<file path="src/rtl/instr_enc_pkg.sv">
// Shared encodings and limits for the instruction encoder.
package instr_enc_pkg;

  typedef enum logic [1:0] {
    FMT_BR   = 2'b00,
    FMT_MEM  = 2'b01,
    FMT_REG  = 2'b10,
    FMT_BYTE = 2'b11
  } fmt_e;

  typedef enum logic [1:0] {
    ERR_NONE  = 2'b00,
    ERR_RANGE = 2'b01,
    ERR_ALIGN = 2'b10
  } err_e;

  typedef enum logic {
    ST_EMPTY = 1'b0,
    ST_FULL  = 1'b1
  } state_e;

  // Branch offsets are halfword-scaled into 9 bits; memory offsets are 4 bits.
  localparam logic signed [15:0] BR_IMM_MIN  = -16'sd512;
  localparam logic signed [15:0] BR_IMM_MAX  = 16'sd510;
  localparam logic signed [15:0] MEM_IMM_MIN = -16'sd8;
  localparam logic signed [15:0] MEM_IMM_MAX = 16'sd7;

  localparam logic [15:0] PTR_STEP = 16'd2;

endpackage

</file>
<file path="src/rtl/imm_pack.sv">
// Combinational field packing and legality check for one encode request.
module imm_pack
  import instr_enc_pkg::*;
(
  input  logic [3:0]  opcode,
  input  logic [1:0]  fmt,
  input  logic [3:0]  rd,
  input  logic [3:0]  rs,
  input  logic [3:0]  rt,
  input  logic [15:0] imm,
  output logic [15:0] instr,
  output logic        legal,
  output logic [1:0]  err_code
);

  logic signed [15:0] simm;
  err_e               err;

  assign simm = imm;

  // Pack fields by format; alignment is tested before range so it wins for branches.
  always_comb begin
    instr = '0;
    err   = ERR_NONE;
    case (fmt)
      FMT_BR: begin
        instr = {opcode, rd[2:0], imm[9:1]};
        if (imm[0])
          err = ERR_ALIGN;
        else if (simm < BR_IMM_MIN || simm > BR_IMM_MAX)
          err = ERR_RANGE;
      end
      FMT_MEM: begin
        instr = {opcode, rd, rs, imm[3:0]};
        if (simm < MEM_IMM_MIN || simm > MEM_IMM_MAX)
          err = ERR_RANGE;
      end
      FMT_REG: begin
        instr = {opcode, rd, rs, rt};
      end
      default: begin
        instr = {opcode, rd, imm[7:0]};
        if (imm[15:8] != 8'h00)
          err = ERR_RANGE;
      end
    endcase
  end

  assign legal    = (err == ERR_NONE);
  assign err_code = err;

endmodule

</file>
<file path="src/rtl/instr_encoder.sv">
// Instruction encoder: one-word output buffer, write pointer and error reporting.
module instr_encoder
  import instr_enc_pkg::*;
(
  input  logic        clk,
  input  logic        rst_n,
  input  logic        in_valid,
  output logic        in_ready,
  input  logic [3:0]  in_opcode,
  input  logic [1:0]  in_fmt,
  input  logic [3:0]  in_rd,
  input  logic [3:0]  in_rs,
  input  logic [3:0]  in_rt,
  input  logic [15:0] in_imm,
  input  logic        base_load,
  input  logic [15:0] base_addr,
  output logic        out_valid,
  input  logic        out_ready,
  output logic [15:0] out_instr,
  output logic [15:0] out_addr,
  output logic        err_pulse,
  output logic [1:0]  err_code,
  output logic [7:0]  err_count
);

  state_e      state, state_nxt;
  logic        accept, legal_acc, bad_acc;
  logic [15:0] pack_instr;
  logic        pack_legal;
  logic [1:0]  pack_err;
  logic [15:0] wr_ptr, base_word, slot_addr;

  imm_pack u_imm_pack (
    .opcode   (in_opcode),
    .fmt      (in_fmt),
    .rd       (in_rd),
    .rs       (in_rs),
    .rt       (in_rt),
    .imm      (in_imm),
    .instr    (pack_instr),
    .legal    (pack_legal),
    .err_code (pack_err)
  );

  assign in_ready  = ~out_valid | out_ready;
  assign accept    = in_valid & in_ready;
  assign legal_acc = accept & pack_legal;
  assign bad_acc   = accept & ~pack_legal;

  // A base load in the same cycle as an accept supplies that word's address.
  assign base_word = base_addr & 16'hFFFE;
  assign slot_addr = base_load ? base_word : wr_ptr;

  // State register.
  always_ff @(posedge clk or negedge rst_n) begin
    if (!rst_n) state <= ST_EMPTY;
    else        state <= state_nxt;
  end

  // Next state: stay full while a legal word replaces the one being drained.
  always_comb begin
    state_nxt = state;
    case (state)
      ST_EMPTY: if (legal_acc)               state_nxt = ST_FULL;
      ST_FULL:  if (out_ready && !legal_acc) state_nxt = ST_EMPTY;
      default:                               state_nxt = ST_EMPTY;
    endcase
  end

  // FSM output.
  always_comb begin
    out_valid = (state == ST_FULL);
  end

  // Output word, address and write pointer.
  always_ff @(posedge clk or negedge rst_n) begin
    if (!rst_n) begin
      out_instr <= '0;
      out_addr  <= '0;
      wr_ptr    <= '0;
    end else if (legal_acc) begin
      out_instr <= pack_instr;
      out_addr  <= slot_addr;
      wr_ptr    <= slot_addr + PTR_STEP;
    end else if (base_load) begin
      wr_ptr    <= base_word;
    end
  end

  // Error pulse, sticky code and saturating count for dropped requests.
  always_ff @(posedge clk or negedge rst_n) begin
    if (!rst_n) begin
      err_pulse <= 1'b0;
      err_code  <= '0;
      err_count <= '0;
    end else begin
      err_pulse <= bad_acc;
      if (bad_acc) begin
        err_code <= pack_err;
        if (err_count != 8'hFF) err_count <= err_count + 8'd1;
      end
    end
  end

endmodule

</file>
<file path="config.mk">
export PLATFORM = sky130hd
export DESIGN_NAME = instr_encoder
export DESIGN_NICKNAME = d
export VERILOG_FILES = /design/src/rtl/instr_enc_pkg.sv /design/src/rtl/imm_pack.sv /design/src/rtl/instr_encoder.sv
export SDC_FILE = /design/constraint.sdc
export NUM_CORES = 1
export LEC_CHECK = 0
export BUFFER_PORTS_ARGS = -buffer_cell sky130_fd_sc_hd__buf_4
export CELL_PAD_IN_SITES_DETAIL_PLACEMENT = 0
export CELL_PAD_IN_SITES_GLOBAL_PLACEMENT = 1
export CORE_UTILIZATION = 38
export DETAILED_ROUTE_END_ITERATION = 16
export PLACE_DENSITY = 0.75
export SLEW_MARGIN = 5
export SYNTH_ARGS = -nofsm -noshare
export SYNTH_HDL_FRONTEND = slang
export SYNTH_SLANG_ARGS = --single-unit
</file>
<file path="constraint.sdc">
create_clock -name clk -period 1.8 [get_ports clk]
set_input_delay 0.36 -clock clk [delete_from_list [all_inputs] [get_ports clk]]
set_output_delay 0.36 -clock clk [all_outputs]
set_load 0.01 [all_outputs]
</file>
==> run summary, run 1 <==
Total global-route track usage - 0.194
P_int - 3.11 mW
Mapped Cells - 290
Finished Cell Area - 4610 um^2
DR WL/cell - 14.6 um
Gate power share - 0.318
Worst-path clk slew - 0.07 ns
Setup_tns - 0 ns
Max Root-Sink Buffers - 2
Total CTS buffers - 9
Largest net degree at the start of global routing - 47
Leading cell type in the layout, fill and taps excluded - buf_4
Min Tclk post-route - 1.80 ns
Post-synth cell types - 43
Maxcap violations - 0
Mapped Area - 3070 um^2
Vias - 2,683
Initial antenna violation count - 0
Worst Setup Path Type - in2reg
Final Max Tran Viols - 0
Vias per cell - 4.98
Total Nets Final - 491
Clock power frac - 0.268
Slowest CP cell - mux2_4
Worst path cell trace - buf_8 -> nor4_4 -> buf_4 -> a2111oi_4 -> and2_4 -> nor4_4 -> buf_6 -> nor3_4 -> mux2_4
Rows - 32
Fin cells - 539
Switching share of power - 0.303
Final setup violating endpoints - 0
Die width - 91.9 um
CP required - 2.01 ns
Status - completed
# port buffers - 98
Synth-to-layout area growth - 50.4%
EDFF count, synth - 0
Fin Clk Skew - 0.00767 ns
Final Hold Viols - 0
Syn Nets - 347
Final worst slack - 0.000880 ns
Register area share after synthesis - 0.489
Net Sw Power - 1.36 mW
Largest cells by area after synthesis - dfrtp_1 49%, mux2i_1 6.2%, mux2_1 5.5%
Die area - 8440 um^2
P_leak - 2.17 nW
RSZ-0062 raised after global routing - yes
CP peak stage delay - 0.31 ns
Syn. warnings - 0
Placement Setup Slack - -0.424 ns
CTS tree - built
H-tree Lvls - 3
Cell taking the most area after synthesis - dfrtp_1
Total power - 4.47 mW
Ant diodes - 0
Max frequency - 0.556 GHz
Slew headroom - 0.663
Nature of the critical path endpoint - flop
Post-DRT Antenna Nets - 0
First-pass GRT wire length - 12,800 um
VDD IR max - 459 uV
Hold Slack - 0.233 ns
Delay-heaviest family, CP - simple AND/OR/NAND/NOR gates
Initial Utilization - 0.395
Root buf cell - clkbuf_8
Yosys reg bits - 60
Share of cells above drive strength 1 - 0.437
Most frequent cells in the layout - 136 x buf_4, 60 x dfrtp_1, 38 x nand2_1
Grt ovf - 0
Worst skew pair latency - 0.33 ns
Measured slew at the worst slew-check pin - 0.491 ns
GPL Wtd Cong - 0.800
Final cell utilization of the core - 0.594
Detailed Place HPWL - 5910 um
Die Span Y - 91.9 um
CP max FO - 5
Avg Cell Area, Syn - 10.6 um^2
Placed Area - 4240 um^2
Core ar. - 7770 um^2
Ports - 100
Share of power burned in registers - 0.414
Hold Path Class - in2reg
Buf/Inv on CP - 3
Worst Path Arrival - 2.01 ns
PwrDens - 969 nW/um^2
Detailed Routing Iterations Pass 1 - 4
DRC violation total after the first TritonRoute iteration - 56
Worst Setup Start Kind - primary input
FFs w/ async S/R, synth - 1.00
# clock sinks - 60
Most used cell, CP - nor4_4
Detailed Route WL - 7860 um
Post-route DRC - 0
Tcrit/Tclk final - 1.00
Main synth FF type - dfrtp_1
Cell Count Post-Placement - 522
Synth top area share - 0.489
Vias in the first global route - 2,656
## Yosys cell counts (5+ instances only)
cell and number:
mux2_1 15, xnor2_1 10, xor2_1 9, buf_2 7
a21oi_1 8, nand3_1 12, o21ai_1 9, and3_1 5
inv_1 5, o21ai_0 18, dfrtp_1 60, nor2b_1 5
mux2i_1 19, nand2_1 38, nor3_1 5, nor2_1 15
mux2_2 8
## kinds of logic after synthesis
group,share of synthesized area
AOI/OAI and AO/OA,0.0881
buffers and inverters,0.0249
and+or+nand+nor,0.189
adders and majority gates,0.00816
muxes,0.146
DFF,0.489
xor gates and xnor gates,0.0542
## worst register-to-register path, stage by stage, from the launching register on
cell     delay [ns]
dfrtp_1        0.36
ha_1           0.19
and3_1         0.21
nand3_2        0.16
nor2_4         0.29
nor3_4         0.07
mux2_4         0.31
## area by class of cell
cell class	instances	area, um^2
fillers	687	3150
multi-input cells	213	1640
flip-flops and latches	60	1500
repair buffers	145	1130
clock buffers	12	155
well taps	102	128
clock inverters	2	35.0
inverters	5	18.8
## power groups by stage
stage / registers (mW) / logic (mW) / clock network, mW
3_3_place_gp: 1.85 / 1.34 / 0
4_1_cts: 1.85 / 1.39 / 1.23
6_report: 1.85 / 1.42 / 1.20
3_5_place_dp: 1.87 / 1.37 / 0
2_1_floorplan: 1.97 / 0.462 / 0
5_1_grt: 1.89 / 1.55 / 1.28
## registers in the layout, summed over array words and instances (netlist names)
name and count:
out_instr 16, out_valid 1, wr_ptr 16, err_pulse 1, out_addr 16, err_code 2, err_count 8
## path summary, 6_finish.rpt
path / slack [ns] / to / cells after the start / startpoint
min in group asynchronous: 0.44 / out_addr[0] / 2 / rst_n
hold / removal: 0.23 / out_instr[12] / 2 / in_opcode[0]
hold reg to reg: 0.49 / out_addr[15] / 2 / out_addr[15]
setup reg to reg: 0.09 / err_count[1] / 6 / err_count[0]
setup / recovery: 0.0009 / err_count[1] / 9 / in_imm[13]
max in group asynchronous: 0.86 / out_instr[1] / 3 / rst_n
## repair_timing
item                       in CTS  in global routing
buffers inserted                2                  0
hold buffers                    1                  0
setup endpoints to repair       8                 26
pin swaps                       6                  7
hold endpoints to repair       14                  0
gates resized for setup         6                 26
## metal layers
| metal | up-vias | wire [um] | share of wire | GRT usage |
|---|---|---|---|---|
| met5 | - | 0 | 0 | 0 |
| met4 | 0 | 157 | 0.020 | 0.0911 |
| met3 | 12 | 339 | 0.043 | 0.0348 |
| met2 | 73 | 3740 | 0.48 | 0.301 |
| met1 | 1292 | 3620 | 0.46 | 0.263 |
| li1 | 1306 | - | - | - |
(Power assumes the default switching activity.)
==> inputs of run 2 (changes only) <==
Settings changed: CORE_UTILIZATION 38 to 41, PLACE_DENSITY 0.75 to 0.8.
Clock period 1.8 ns to 2.2 ns, I/O delays scaled along.
==> run summary, run 2 (same netlist as run 1, synthesis figures left out) <==
RSZ-0062 raised after global routing - no
Final Max Tran Viols - 0
Post-route DRC - 0
Final worst slack - 0.239 ns
VDD IR max - 408 uV
Worst Setup Start Kind - primary input
Status - completed
Nature of the critical path endpoint - flop
Root buf cell - clkbuf_8
Vias per cell - 5.01
Worst-path clk slew - 0.07 ns
Hold buffers post-CTS - 0
Placement Setup Slack - -0.117 ns
Min Tclk post-route - 1.96 ns
Initial antenna violation count - 0
Gate power share - 0.286
Worst Setup Path Type - in2reg
Die area - 7830 um^2
CP max FO - 5
Die Span Y - 88.5 um
First-pass GRT wire length - 11,800 um
Tcrit/Tclk final - 0.892
Biggest regs - out_addr x16, out_instr x16, wr_ptr x16
Share of power burned in registers - 0.427
Hold Slack - 0.163 ns
Total power - 3.55 mW
GPL Wtd Cong - 0.806
Share of cells above drive strength 1 - 0.369
Vias in the first global route - 2,530
Synth-to-layout area growth - 37.6%
# port buffers - 98
Post-DRT Antenna Nets - 0
H-tree Lvls - 3
Die width - 88.5 um
Core ar. - 7250 um^2
Max Root-Sink Buffers - 2
Fin Clk Skew - 0.00616 ns
Total Nets Final - 464
Detailed Place HPWL - 5330 um
Total CTS buffers - 9
Measured slew at the worst slew-check pin - 0.758 ns
DRC violation total after the first TritonRoute iteration - 66
Hold Path Class - in2async
Net Sw Power - 1.08 mW
Worst Path Arrival - 2.18 ns
Detailed Routing Iterations Pass 1 - 4
Post_cts resized - 0
Ant diodes - 0
Final Hold Viols - 0
Worst path cell trace - buf_4 -> nor4_4 -> nand2_1 -> o211a_1 -> nor4_4 -> nor4_1 -> mux2_1
Worst skew pair latency - 0.33 ns
P_int - 2.47 mW
Vias - 2,560
Initial Utilization - 0.423
Largest net degree at the start of global routing - 61
PwrDens - 842 nW/um^2
Grt ovf - 0
Most used cell, CP - nor4_4
Setup Buffers After CTS - 0
DR WL/cell - 14.1 um
Slowest CP cell - nor4_4
Switching share of power - 0.304
# clock sinks - 60
Slew headroom - 0.494
CP peak stage delay - 0.43 ns
Worst R2R Path Depth - 6
P_leak - 2.00 nW
Most frequent cells in the layout - 118 x buf_4, 60 x dfrtp_1, 38 x nand2_1
Maxcap violations - 0
Clock power frac - 0.288
Max frequency - 0.510 GHz
Leading cell type in the layout, fill and taps excluded - buf_4
Total global-route track usage - 0.199
Final setup violating endpoints - 0
Rows - 31
CTS tree - built
Ports - 100
CP required - 2.42 ns
Detailed Route WL - 7200 um
==> run 2: cell count changes in the layout (fill, tap and decap cells not counted), sizes merged <==
cell	before	now
clkinv	1	2
dlygate4sd3	1	0
buf	144	118
clkinvlp	0	1
==> run 2: layer usage <==
layer,routed length [um],vias to the layer above,global-route usage,share of wire
met5,0,-,0,0
met2,3350,69,0.308,0.46
met4,111,0,0.0953,0.015
li1,-,1255,-,-
met1,3430,1225,0.272,0.48
met3,316,11,0.0354,0.044
==> run 2: cell type report <==
type / count / area (um^2)
Clock inverter: 4 / 47.5
Clock buffer: 12 / 155
Sequential cell: 60 / 1500
Fill cell: 693 / 3030
Tap cell: 99 / 124
Multi-Input combinational cell: 213 / 1490
Inverter: 5 / 18.8
Timing Repair Buffer: 118 / 886
==> run 2: path summary, 6_finish.rpt <==
kind | startpoint | end | slack (ns)
setup / recovery | in_imm[13] | err_count[7] | 0.24
hold / removal | rst_n | out_addr[0] | 0.16
setup reg to reg | err_count[0] | err_count[1] | 0.39
hold reg to reg | err_code[0] | err_code[0] | 0.48
max in group asynchronous | rst_n | out_instr[5] | 1.52
min in group clk | in_opcode[3] | out_instr[15] | 0.31
==> run 2: critical path: cells and delay by family <==
kind | cells | cell delay [ns]
mux | 1 | 0.32
compound gates | 1 | 0.29
buf+inv | 1 | 0.12
simple gates | 4 | 1.00
==> run 2: through the flow <==
step,setup TNS (ns),area [um^2],std cells,util
after floorplan,0,3070,290,-
after global placement,-0.353,4020,495,0.554
after global routing,0,4220,511,0.582
final,0,4220,511,0.582
after CTS,0,4220,511,0.582
after detailed placement,-0.643,4020,495,0.554
==> run 2: power groups by stage <==
| stage | Clock, mW | Combinational [mW] | Sequential, mW |
|---|---|---|---|
| after global placement | 0 | 1.01 | 1.53 |
| after CTS | 1.05 | 1.03 | 1.52 |
| after detailed placement | 0 | 1.03 | 1.54 |
| after global routing | 1.10 | 1.12 | 1.55 |
| after floorplan | 0 | 0.374 | 1.61 |
| final | 1.02 | 1.02 | 1.52 |
